--- src/rtl/be_row_assembler.sv ---
`default_nettype none
// ============================================================================
// Module   : be_row_assembler
// Purpose  : Packs in-order DRAM read beats into full scratchpad rows. It
//            masks the columns beyond the requested width and emits one row at
//            a time with a valid/ready handshake.
// Options  : BE_ASM_ID_CHECK_EN - checks each beat_id against the running
//            beat count and raises a sticky id_err when they differ.
// Revision : 1.0 - initial release
// ============================================================================
module be_row_assembler #(
    parameter int NUM_COLS  = 32,
    parameter int ELEM_BITS = 16,
    parameter int BUS_BITS  = 64,
    parameter int ADDR_W    = 17,
    parameter int ID_W      = 4
) (
    input  logic                          clk,
    input  logic                          rst,

    input  logic                          start_valid,
    output logic                          start_ready,
    input  logic [ADDR_W-1:0]             start_spad_addr,
    input  logic [$clog2(NUM_COLS)-1:0]   start_num_rows,
    input  logic [$clog2(NUM_COLS)-1:0]   start_num_cols,

    input  logic                          beat_valid,
    output logic                          beat_ready,
    input  logic [ID_W-1:0]               beat_id,
    input  logic [BUS_BITS-1:0]           beat_rdata,

    output logic                          row_valid,
    input  logic                          row_ready,
    output logic [ADDR_W-1:0]             row_spad_addr,
    output logic [NUM_COLS*ELEM_BITS-1:0] row_wdata,
    output logic [NUM_COLS-1:0]           row_valid_mask,

    output logic                          busy,
    output logic                          done,
    output logic                          id_err
);

    localparam int c_CW      = $clog2(NUM_COLS);
    localparam int c_EPB     = BUS_BITS / ELEM_BITS;
    localparam int c_EPB_LOG = $clog2(c_EPB);
    localparam logic [c_CW-1:0]   c_ONE       = c_CW'(1);
    localparam logic [ADDR_W-1:0] c_ROW_BYTES = ADDR_W'(NUM_COLS * ELEM_BITS / 8);

    typedef enum logic [1:0] {
        S_IDLE = 2'd0,
        S_FILL = 2'd1,
        S_EMIT = 2'd2
    } state_t;

    state_t                          r_state;
    logic [ADDR_W-1:0]               r_row_addr;
    logic [c_CW-1:0]                 r_num_rows;
    logic [c_CW-1:0]                 r_num_cols;
    logic [c_CW-1:0]                 r_last_beat;
    logic [c_CW-1:0]                 r_beat_cnt;
    logic [c_CW-1:0]                 r_row_idx;
    logic [NUM_COLS*ELEM_BITS-1:0]   r_row_buf;
    logic [NUM_COLS-1:0]             r_mask;
    logic                            r_row_valid;
    logic                            r_done;

    logic [NUM_COLS*ELEM_BITS-1:0]   w_fill_buf;
    logic [NUM_COLS-1:0]             w_start_mask;

    // Merge the current beat into the row; lanes past num_cols stay zero.
    always_comb begin
        w_fill_buf = r_row_buf;
        for (int c = 0; c < NUM_COLS; c++) begin
            if ((r_beat_cnt == c_CW'(c / c_EPB)) && (c_CW'(c) <= r_num_cols)) begin
                w_fill_buf[c*ELEM_BITS +: ELEM_BITS] = beat_rdata[(c % c_EPB)*ELEM_BITS +: ELEM_BITS];
            end
        end
    end

    always_comb begin
        w_start_mask = '0;
        for (int c = 0; c < NUM_COLS; c++) begin
            w_start_mask[c] = (c_CW'(c) <= start_num_cols);
        end
    end

`ifdef BE_ASM_ID_CHECK_EN
    logic [ID_W-1:0] r_id_cnt;
    logic            r_id_err;
    localparam logic [ID_W-1:0] c_ID_ONE = ID_W'(1);

    always_ff @(posedge clk) begin
        if (rst) begin
            r_id_cnt <= '0;
            r_id_err <= 1'b0;
        end else if (r_state == S_IDLE && start_valid) begin
            r_id_cnt <= '0;
            r_id_err <= 1'b0;
        end else if (r_state == S_FILL && beat_valid) begin
            r_id_cnt <= r_id_cnt + c_ID_ONE;
            if (beat_id != r_id_cnt) begin
                r_id_err <= 1'b1;
            end
        end
    end

    assign id_err = r_id_err;
`else
    logic w_unused_beat_id;
    assign w_unused_beat_id = ^beat_id;
    assign id_err = 1'b0;
`endif

    always_ff @(posedge clk) begin
        if (rst) begin
            r_state     <= S_IDLE;
            r_row_addr  <= '0;
            r_num_rows  <= '0;
            r_num_cols  <= '0;
            r_last_beat <= '0;
            r_beat_cnt  <= '0;
            r_row_idx   <= '0;
            r_row_buf   <= '0;
            r_mask      <= '0;
            r_row_valid <= 1'b0;
            r_done      <= 1'b0;
        end else begin
            r_done <= 1'b0;
            case (r_state)
                S_IDLE: begin
                    if (start_valid) begin
                        r_row_addr  <= start_spad_addr;
                        r_num_rows  <= start_num_rows;
                        r_num_cols  <= start_num_cols;
                        // Last beat index is floor(num_cols / EPB); EPB is a power of two.
                        r_last_beat <= start_num_cols >> c_EPB_LOG;
                        r_beat_cnt  <= '0;
                        r_row_idx   <= '0;
                        r_row_buf   <= '0;
                        r_mask      <= w_start_mask;
                        r_state     <= S_FILL;
                    end
                end
                S_FILL: begin
                    if (beat_valid) begin
                        r_row_buf <= w_fill_buf;
                        if (r_beat_cnt == r_last_beat) begin
                            r_beat_cnt  <= '0;
                            r_row_valid <= 1'b1;
                            r_state     <= S_EMIT;
                        end else begin
                            r_beat_cnt <= r_beat_cnt + c_ONE;
                        end
                    end
                end
                S_EMIT: begin
                    if (row_ready) begin
                        r_row_valid <= 1'b0;
                        if (r_row_idx == r_num_rows) begin
                            r_done  <= 1'b1;
                            r_state <= S_IDLE;
                        end else begin
                            r_row_idx  <= r_row_idx + c_ONE;
                            r_row_addr <= r_row_addr + c_ROW_BYTES;
                            r_row_buf  <= '0;
                            r_state    <= S_FILL;
                        end
                    end
                end
                default: r_state <= S_IDLE;
            endcase
        end
    end

    assign start_ready    = (r_state == S_IDLE);
    assign beat_ready     = (r_state == S_FILL);
    assign busy           = (r_state != S_IDLE);
    assign done           = r_done;
    assign row_valid      = r_row_valid;
    assign row_spad_addr  = r_row_addr;
    assign row_wdata      = r_row_buf;
    assign row_valid_mask = r_mask;

endmodule
`default_nettype wire

--- config.mk ---
export PLATFORM = sky130hd
export DESIGN_NAME = be_row_assembler
export DESIGN_NICKNAME = d
export VERILOG_FILES = /design/src/rtl/be_row_assembler.sv
export SDC_FILE = /design/constraint.sdc
export NUM_CORES = 1
export LEC_CHECK = 0
export ABC_AREA = 1
export BUFFER_PORTS_ARGS = -buffer_cell sky130_fd_sc_hd__buf_2
export CAP_MARGIN = 20
export CELL_PAD_IN_SITES_DETAIL_PLACEMENT = 1
export CELL_PAD_IN_SITES_GLOBAL_PLACEMENT = 2
export CORE_MARGIN = 5
export CORE_UTILIZATION = 28
export CTS_CLUSTER_DIAMETER = 30
export CTS_CLUSTER_SIZE = 8
export DETAILED_ROUTE_END_ITERATION = 16
export PLACE_DENSITY = 0.9
export SYNTH_ARGS = -nofsm -noshare
export SYNTH_HDL_FRONTEND = slang
export SYNTH_SLANG_ARGS = --single-unit
--- constraint.sdc ---
create_clock -name clk -period 2.4 [get_ports clk]
set_input_delay 0.24 -clock clk [delete_from_list [all_inputs] [get_ports clk]]
set_output_delay 0.24 -clock clk [all_outputs]
set_load 0.05 [all_outputs]
# Word-level counts from Yosys, hierarchy flattened
# Cells that the tools add are included.
# totals
regBits	588
latch_bits	0
ram_bits	0
romBits	0
output_inout_bits	567
n_memories	0
# classes
add_sub_neg	3
multipliers	0
n_div	0
n_lt_le_gt_ge	64
n_eq_ne	48
shift	0
muxes	59
bitwise	2
n_reduce_logical	77
# op_table
cell	n
512-bit 2-to-1 mux	4
512-bit case mux with 3 select lines	1
16-bit 2-to-1 mux	32
6-bit AND reduction	32
5-bit <= comparator (first input constant)	32
4-bit by 5-bit <= comparator with 1-bit output (first input constant)	16
2-bit by 1-bit != test with 1-bit output (second input constant)	33
17-bit 2-to-1 mux	3
3-bit by 5-bit <= comparator with 1-bit output (first input constant)	8
17-bit case mux with 2 select lines	1
1-bit logical AND	32
5-bit 2-to-1 mux	5
5-bit by 3-bit equality test with 1-bit output (second input constant)	4
1-bit by 5-bit <= comparator with 1-bit output (first input constant)	4
2-bit by 5-bit <= comparator with 1-bit output (first input constant)	4
5-bit case mux with 2 select lines	2
17-bit by 7-bit adder with 17-bit output (second input constant)	1
4-bit AND reduction	3
5-bit by 1-bit adder with 5-bit output (second input constant)	2
5-bit by 2-bit equality test with 1-bit output (second input constant)	2
2-bit 2-to-1 mux	4
2-bit != test (second input constant)	4
2-bit nonzero test	4
2-bit case mux with 3 select lines	1
14 further kinds	19

# Depth between registers and ports, before layout
# logic_depth
ltp_word	5
depth_mapped	12
mapped_depth_nobuf	11

# Least setup slack after synthesis
# Ideal clock, no wire load.
# synth_timing
path_kind	register to register
from	reg r_state[1]
to	reg r_row_buf[46] (netlist: row_wdata[46])
t_arrival_ps	2254
required_ps	2287
slack_ps	33
stages_incl_launch_ff	11
synth_period_minus_slack_ps	2367
path_cell_list	dfxtp_1 -> nor2_1 -> nand2_1 -> nand3_4 -> nor2_1 -> buf_4 -> nand4_1 -> buf_2 -> nand2_1 -> nand2_1 -> nor2_1
# synth_between
elab_chain_len	3
word_cells_on_any_way	11
# synth_lines
element	line	text
start, declared	55	state_t r_state;
start signal, assigned	116	r_state <= S_IDLE;
start signal, assigned	141	r_state <= S_FILL;
start signal, assigned	150	r_state <= S_EMIT;
2-bit logical NOT *	-	
named net start_ready	22	output logic start_ready,
2-bit != test (no source line) / 3-bit nonzero test (equally long branches)	-	
6-bit AND reduction (no source line)	-	
end signal, assigned	146	r_row_buf <= w_fill_buf;
end, declared	62	logic [NUM_COLS*ELEM_BITS-1:0] r_row_buf;
# The timed path passes the listed nets; every way through them passes the cells marked *.
# A chain may end at the register's enable or synchronous reset.

# Worst setup path after layout
# layout_timing
from	reg r_state[0]
to	out beat_ready
# layout_between
elab_chain_len	1
# layout_lines
element	line	text
2-bit by 1-bit equality test with 1-bit output	176	assign beat_ready = (r_state == S_FILL);
end, declared	28	output logic beat_ready,
# Every way passes these cells.

==> impl_results.html <==
<table>
<tr><th>Metric</th><th>Value</th></tr>
<tr><th colspan="2">Floorplan</th></tr>
<tr><td>Effective utilization at floorplan</td><td>28.2%</td></tr>
<tr><td>Site row count</td><td>111</td></tr>
<tr><td>Die outline height</td><td>314 um</td></tr>
<tr><td>Ports placed on the boundary</td><td>667</td></tr>
<tr><td>Die span in x</td><td>314 um</td></tr>
<tr><td>CORE AREA</td><td>91,700 um2</td></tr>
<tr><td>Die area</td><td>98,500 um2</td></tr>
<tr><th colspan="2">Job</th></tr>
<tr><td>Number of max-capacitance violations reported</td><td>0</td></tr>
<tr><th colspan="2">Timing</th></tr>
<tr><td>Slew Viols, Final</td><td>0</td></tr>
<tr><td>Final worst-path cycle share</td><td>93.4%</td></tr>
<tr><td>Achievable clock frequency</td><td>0.446 GHz</td></tr>
<tr><td>Slew at the pin closest to its max-slew limit</td><td>1160 ps</td></tr>
<tr><td>Skew final</td><td>32.4 ps</td></tr>
<tr><td>Final critical-path required period</td><td>2240 ps</td></tr>
<tr><td>Endpoints failing hold</td><td>0</td></tr>
<tr><td>Setup TNS</td><td>0 ps</td></tr>
<tr><td>Tightest slew margin relative to the limit</td><td>22.5%</td></tr>
<tr><td>Number of failing setup endpoints in the final timing report</td><td>0</td></tr>
<tr><td>WHS</td><td>63.8 ps</td></tr>
<tr><td>RSZ-0062 raised after global routing</td><td>false</td></tr>
<tr><th colspan="2">GRT</th></tr>
<tr><td>Antenna violations before repair</td><td>7</td></tr>
<tr><td>Vias in the first global route</td><td>27,400</td></tr>
<tr><td>First-pass GRT wire length</td><td>165,000 um</td></tr>
<tr><td>Grt total ovfl</td><td>0</td></tr>
<tr><td>Pin count of the biggest net entering global routing</td><td>112</td></tr>
<tr><td>All-layer global routing usage</td><td>21.7%</td></tr>
<tr><th colspan="2">Logic synthesis</th></tr>
<tr><td>Netlist cell types</td><td>37</td></tr>
<tr><td>Syn avg cell area</td><td>6.62 um2</td></tr>
<tr><td>Mapped Area</td><td>25,800 um2</td></tr>
<tr><td>Synthesized instance count</td><td>3,903</td></tr>
<tr><td>Proportion of synthesized chip area in sequential cells</td><td>45.3%</td></tr>
<tr><td>Post-Synthesis Net Count</td><td>4,009</td></tr>
<tr><td>Number of flops mapped to enable cells by yosys</td><td>0</td></tr>
<tr><td>Flop and latch count out of synthesis</td><td>585</td></tr>
<tr><td>Number of warnings issued by yosys</td><td>0</td></tr>
<tr><td>Top flip-flop cell by instance count after synthesis</td><td>sky130_fd_sc_hd__dfxtp_1</td></tr>
<tr><td>Share of flip-flops with an asynchronous set or reset after synthesis</td><td>0%</td></tr>
<tr><th colspan="2">CTS</th></tr>
<tr><td>Clock root buffer</td><td>sky130_fd_sc_hd__clkbuf_16</td></tr>
<tr><td>Clock Path Buffers</td><td>3</td></tr>
<tr><td>Number of buffers inserted during clock tree synthesis</td><td>161</td></tr>
<tr><td>CTS H-tree lvls</td><td>4</td></tr>
<tr><td>Clock tree from TritonCTS</td><td>built</td></tr>
<tr><td>Clock net sink count</td><td>585</td></tr>
<tr><td>Latest clock arrival within the worst-skew pair</td><td>730 ps</td></tr>
<tr><td>Clock input transition at the sequential cells of the worst setup and hold paths</td><td>40 ps</td></tr>
<tr><th colspan="2">Placed design</th></tr>
<tr><td>Number of port buffers</td><td>661</td></tr>
<tr><td>Post-place instance area</td><td>30,900 um2</td></tr>
<tr><td>HPWL after DPL</td><td>76,800 um</td></tr>
<tr><td>Placer congestion estimate</td><td>0.845</td></tr>
<tr><th colspan="2">Detailed routing</th></tr>
<tr><td>DR vias</td><td>26,800</td></tr>
<tr><td>Sum of routed wire segments on met1</td><td>45,600 um</td></tr>
<tr><td>Via/cell ratio</td><td>4.46</td></tr>
<tr><td>Post-DRT Antenna Nets</td><td>0</td></tr>
<tr><td>Detailed-route wire length</td><td>111,000 um</td></tr>
<tr><td>Max Used Layer</td><td>met4</td></tr>
<tr><td>Total length of routed met3 wires</td><td>7830 um</td></tr>
<tr><td>Wire length per cell after detailed routing</td><td>18.4 um</td></tr>
<tr><td>Post-detailed-route DRC marker count</td><td>0</td></tr>
<tr><td>Number of optimization iterations in the first detailed-route pass</td><td>4</td></tr>
<tr><td>DRT iter0 DRCs</td><td>1,388</td></tr>
<tr><td>Amount of wire on met2 after detailed routing</td><td>52,400 um</td></tr>
<tr><th colspan="2">Power and ir drop</th></tr>
<tr><td>VDD IR-drop max</td><td>0.000694 V</td></tr>
<tr><td>Pwr/cell area</td><td>1500 nW/um2</td></tr>
<tr><td>Lkg Pwr</td><td>20.3 nW</td></tr>
<tr><th colspan="2">Worst setup path</th></tr>
<tr><td>Worst endpoint data arrival time</td><td>2000 ps</td></tr>
<tr><td>CP max stage delay</td><td>380 ps</td></tr>
<tr><td>Crit-path most repeated cell</td><td>sky130_fd_sc_hd__buf_4</td></tr>
<tr><td>Depth of the worst register-to-register path</td><td>6</td></tr>
<tr><td>Required time of the critical path</td><td>2160 ps</td></tr>
<tr><td>Worst r2r src</td><td>r_state[1]</td></tr>
<tr><td>Kind of end point of the critical path</td><td>primary output</td></tr>
<tr><td>Critical Path, Cell by Cell</td><td>inv_2 &gt; nor2_4 &gt; buf_12 &gt; buf_4 &gt; buf_4</td></tr>
<tr><td>CP Class</td><td>reg2out</td></tr>
<tr><td>Max stage delay cell, worst path</td><td>sky130_fd_sc_hd__dfxtp_2</td></tr>
<tr><td>Worst setup path endpoint</td><td>beat_ready</td></tr>
<tr><td>Setup slack on the worst flop-to-flop path</td><td>170 ps</td></tr>
<tr><td>Startpoint types</td><td>flip-flop</td></tr>
<tr><td>End of the worst register-to-register path</td><td>row_wdata[369]</td></tr>
<tr><td>Maximum fanout along the worst path</td><td>28</td></tr>
<tr><td>Origin of the worst setup path</td><td>r_state[0]</td></tr>
<tr><th colspan="2">Cells and area</th></tr>
<tr><td>Post-route cell area</td><td>37,100 um2</td></tr>
<tr><td>Final core utilization</td><td>40.5%</td></tr>
<tr><td>Layout cell share with drive strength beyond 1</td><td>21.7%</td></tr>
<tr><td>Synthesis-to-finish area growth</td><td>43.7%</td></tr>
<tr><td>Final Net Count</td><td>4,782</td></tr>
<tr><th colspan="2">Outcome</th></tr>
<tr><td>Status</td><td>completed</td></tr>
<tr><th colspan="2">Min path</th></tr>
<tr><td>Kind of path behind the tightest hold check</td><td>in2reg</td></tr>
</table>
## metal layers
layer | track usage [%] | vias up
met5 | 0 | -
met4 | 10.2 | 0
met3 | 7.06 | 218
met2 | 36.3 | 750
met1 | 25.1 | 12700
li1 | - | 13100
## synthesized netlist by cell type (3+ instances only)
cell type,instances,share of area [%]
sky130_fd_sc_hd__nor3_1,3,0.058
sky130_fd_sc_hd__buf_2,99,1.9
sky130_fd_sc_hd__inv_1,801,12
sky130_fd_sc_hd__nand3_2,3,0.12
sky130_fd_sc_hd__o21bai_1,238,6.9
sky130_fd_sc_hd__a31oi_1,7,0.17
sky130_fd_sc_hd__a21oi_1,95,1.8
sky130_fd_sc_hd__dfxtp_1,585,45
sky130_fd_sc_hd__ha_1,6,0.29
sky130_fd_sc_hd__nand4_1,83,2.0
sky130_fd_sc_hd__o21ai_0,56,1.1
sky130_fd_sc_hd__nand3_1,31,0.60
sky130_fd_sc_hd__buf_4,3,0.087
sky130_fd_sc_hd__inv_2,6,0.087
sky130_fd_sc_hd__buf_1,30,0.44
sky130_fd_sc_hd__clkbuf_1,74,1.1
sky130_fd_sc_hd__nor2_1,834,12
sky130_fd_sc_hd__xor2_1,4,0.14
sky130_fd_sc_hd__nand2_1,923,13
## kinds of logic after synthesis
| family | Yosys count | synth area share (%) |
|---|---|---|
| AND/OR/NAND/NOR | 1884 | 28.6 |
| buffers and inverters | 1014 | 15.2 |
| flip-flops | 585 | 45.3 |
| AO/OA/AOI/OAI | 407 | 10.4 |
| XOR/XNOR | 6 | 0.203 |
| adder cells (fa/ha/maj) | 6 | 0.290 |
| other | 1 | 0.0145 |
## final cells by class
| class | instances | area, um2 |
|---|---|---|
| Antenna cell | 7 | 17.5 |
| Tap cell | 1186 | 1480 |
| Timing Repair Buffer | 816 | 5040 |
| Multi-Input combinational cell | 2304 | 10200 |
| Clock inverter | 68 | 945 |
| Fill cell | 11600 | 54500 |
| Inverter | 808 | 3040 |
| Clock buffer | 228 | 4680 |
| Sequential cell | 585 | 11700 |
## sequential cells by signal, indices dropped and copies added, names as in the netlist
signal,count
done,1
r_beat_cnt,5
r_num_cols,5
r_num_rows,5
r_row_idx,5
r_state,2
row_spad_addr,17
row_valid,1
row_valid_mask,32
row_wdata,512
## power breakdown
group | switching (mW) | internal [mW] | total [mW]
logic | 15.8 | 4.81 | 20.6
clock network | 6.47 | 15.5 | 22.0
registers | 1.18 | 12.0 | 13.1
## critical path, delay by kind of cell (launching register included)
family	cells	cell delay, ps
buffers and inverters	4	710
flip-flops	1	380
AND/OR/NAND/NOR	1	160
## worst min-delay path by stage
stage / start / endpoint / slack [ps] / cells past startpoint
finish: beat_rdata[6] / row_wdata[262] / 60 / 5
detailed placement: row_valid / row_valid / 450 / 2
floorplan: start_num_cols[0] / row_valid_mask[23] / 400 / 2
global route: beat_rdata[21] / row_wdata[341] / 50 / 6
global placement: row_valid / row_valid / 440 / 2
CTS: beat_rdata[21] / row_wdata[277] / 2 / 6
## what timing repair did
item | 4_1_cts | 5_1_grt
buffers inserted | 1 | 0
hold buffers | 56 | 0
pin swaps | 1 | 0
endpoints found under the hold margin | 113 | 0
setup endpoints to repair | 1 | 7
resized for setup | 4 | 6
## stage by stage
step | power [mW] | setup WS, ps | std cells
finish | 55.8 | 159 | 6002
global route | 58.8 | 9.25 | 6002
CTS | 56.4 | 25.8 | 5995
detailed placement | 33.8 | 150 | 5642
global placement | 33.3 | 13.0 | 5641
floorplan | 27.7 | 32.7 | 3903
## layout by cell type, fill, tap and decap left out, types with 4 or more instances in the layout
| cell | count |
|---|---|
| sky130_fd_sc_hd__a21oi_1 | 95 |
| sky130_fd_sc_hd__a31oi_1 | 7 |
| sky130_fd_sc_hd__buf_12 | 32 |
| sky130_fd_sc_hd__buf_2 | 659 |
| sky130_fd_sc_hd__buf_4 | 65 |
| sky130_fd_sc_hd__bufinv_16 | 20 |
| sky130_fd_sc_hd__clkbuf_1 | 33 |
| sky130_fd_sc_hd__clkbuf_16 | 166 |
| sky130_fd_sc_hd__clkbuf_8 | 29 |
| sky130_fd_sc_hd__clkinv_2 | 36 |
| sky130_fd_sc_hd__clkinv_8 | 4 |
| sky130_fd_sc_hd__dfxtp_1 | 584 |
| sky130_fd_sc_hd__diode_2 | 7 |
| sky130_fd_sc_hd__dlygate4sd3_1 | 56 |
| sky130_fd_sc_hd__ha_1 | 6 |
| sky130_fd_sc_hd__inv_1 | 800 |
| sky130_fd_sc_hd__inv_2 | 5 |
| sky130_fd_sc_hd__nand2_1 | 922 |
| sky130_fd_sc_hd__nand3_1 | 31 |
| sky130_fd_sc_hd__nand4_1 | 83 |
| sky130_fd_sc_hd__nor2_1 | 833 |
| sky130_fd_sc_hd__o21ai_0 | 56 |
| sky130_fd_sc_hd__o21bai_1 | 238 |
| sky130_fd_sc_hd__xor2_1 | 4 |
(Power assumes the default switching activity.)
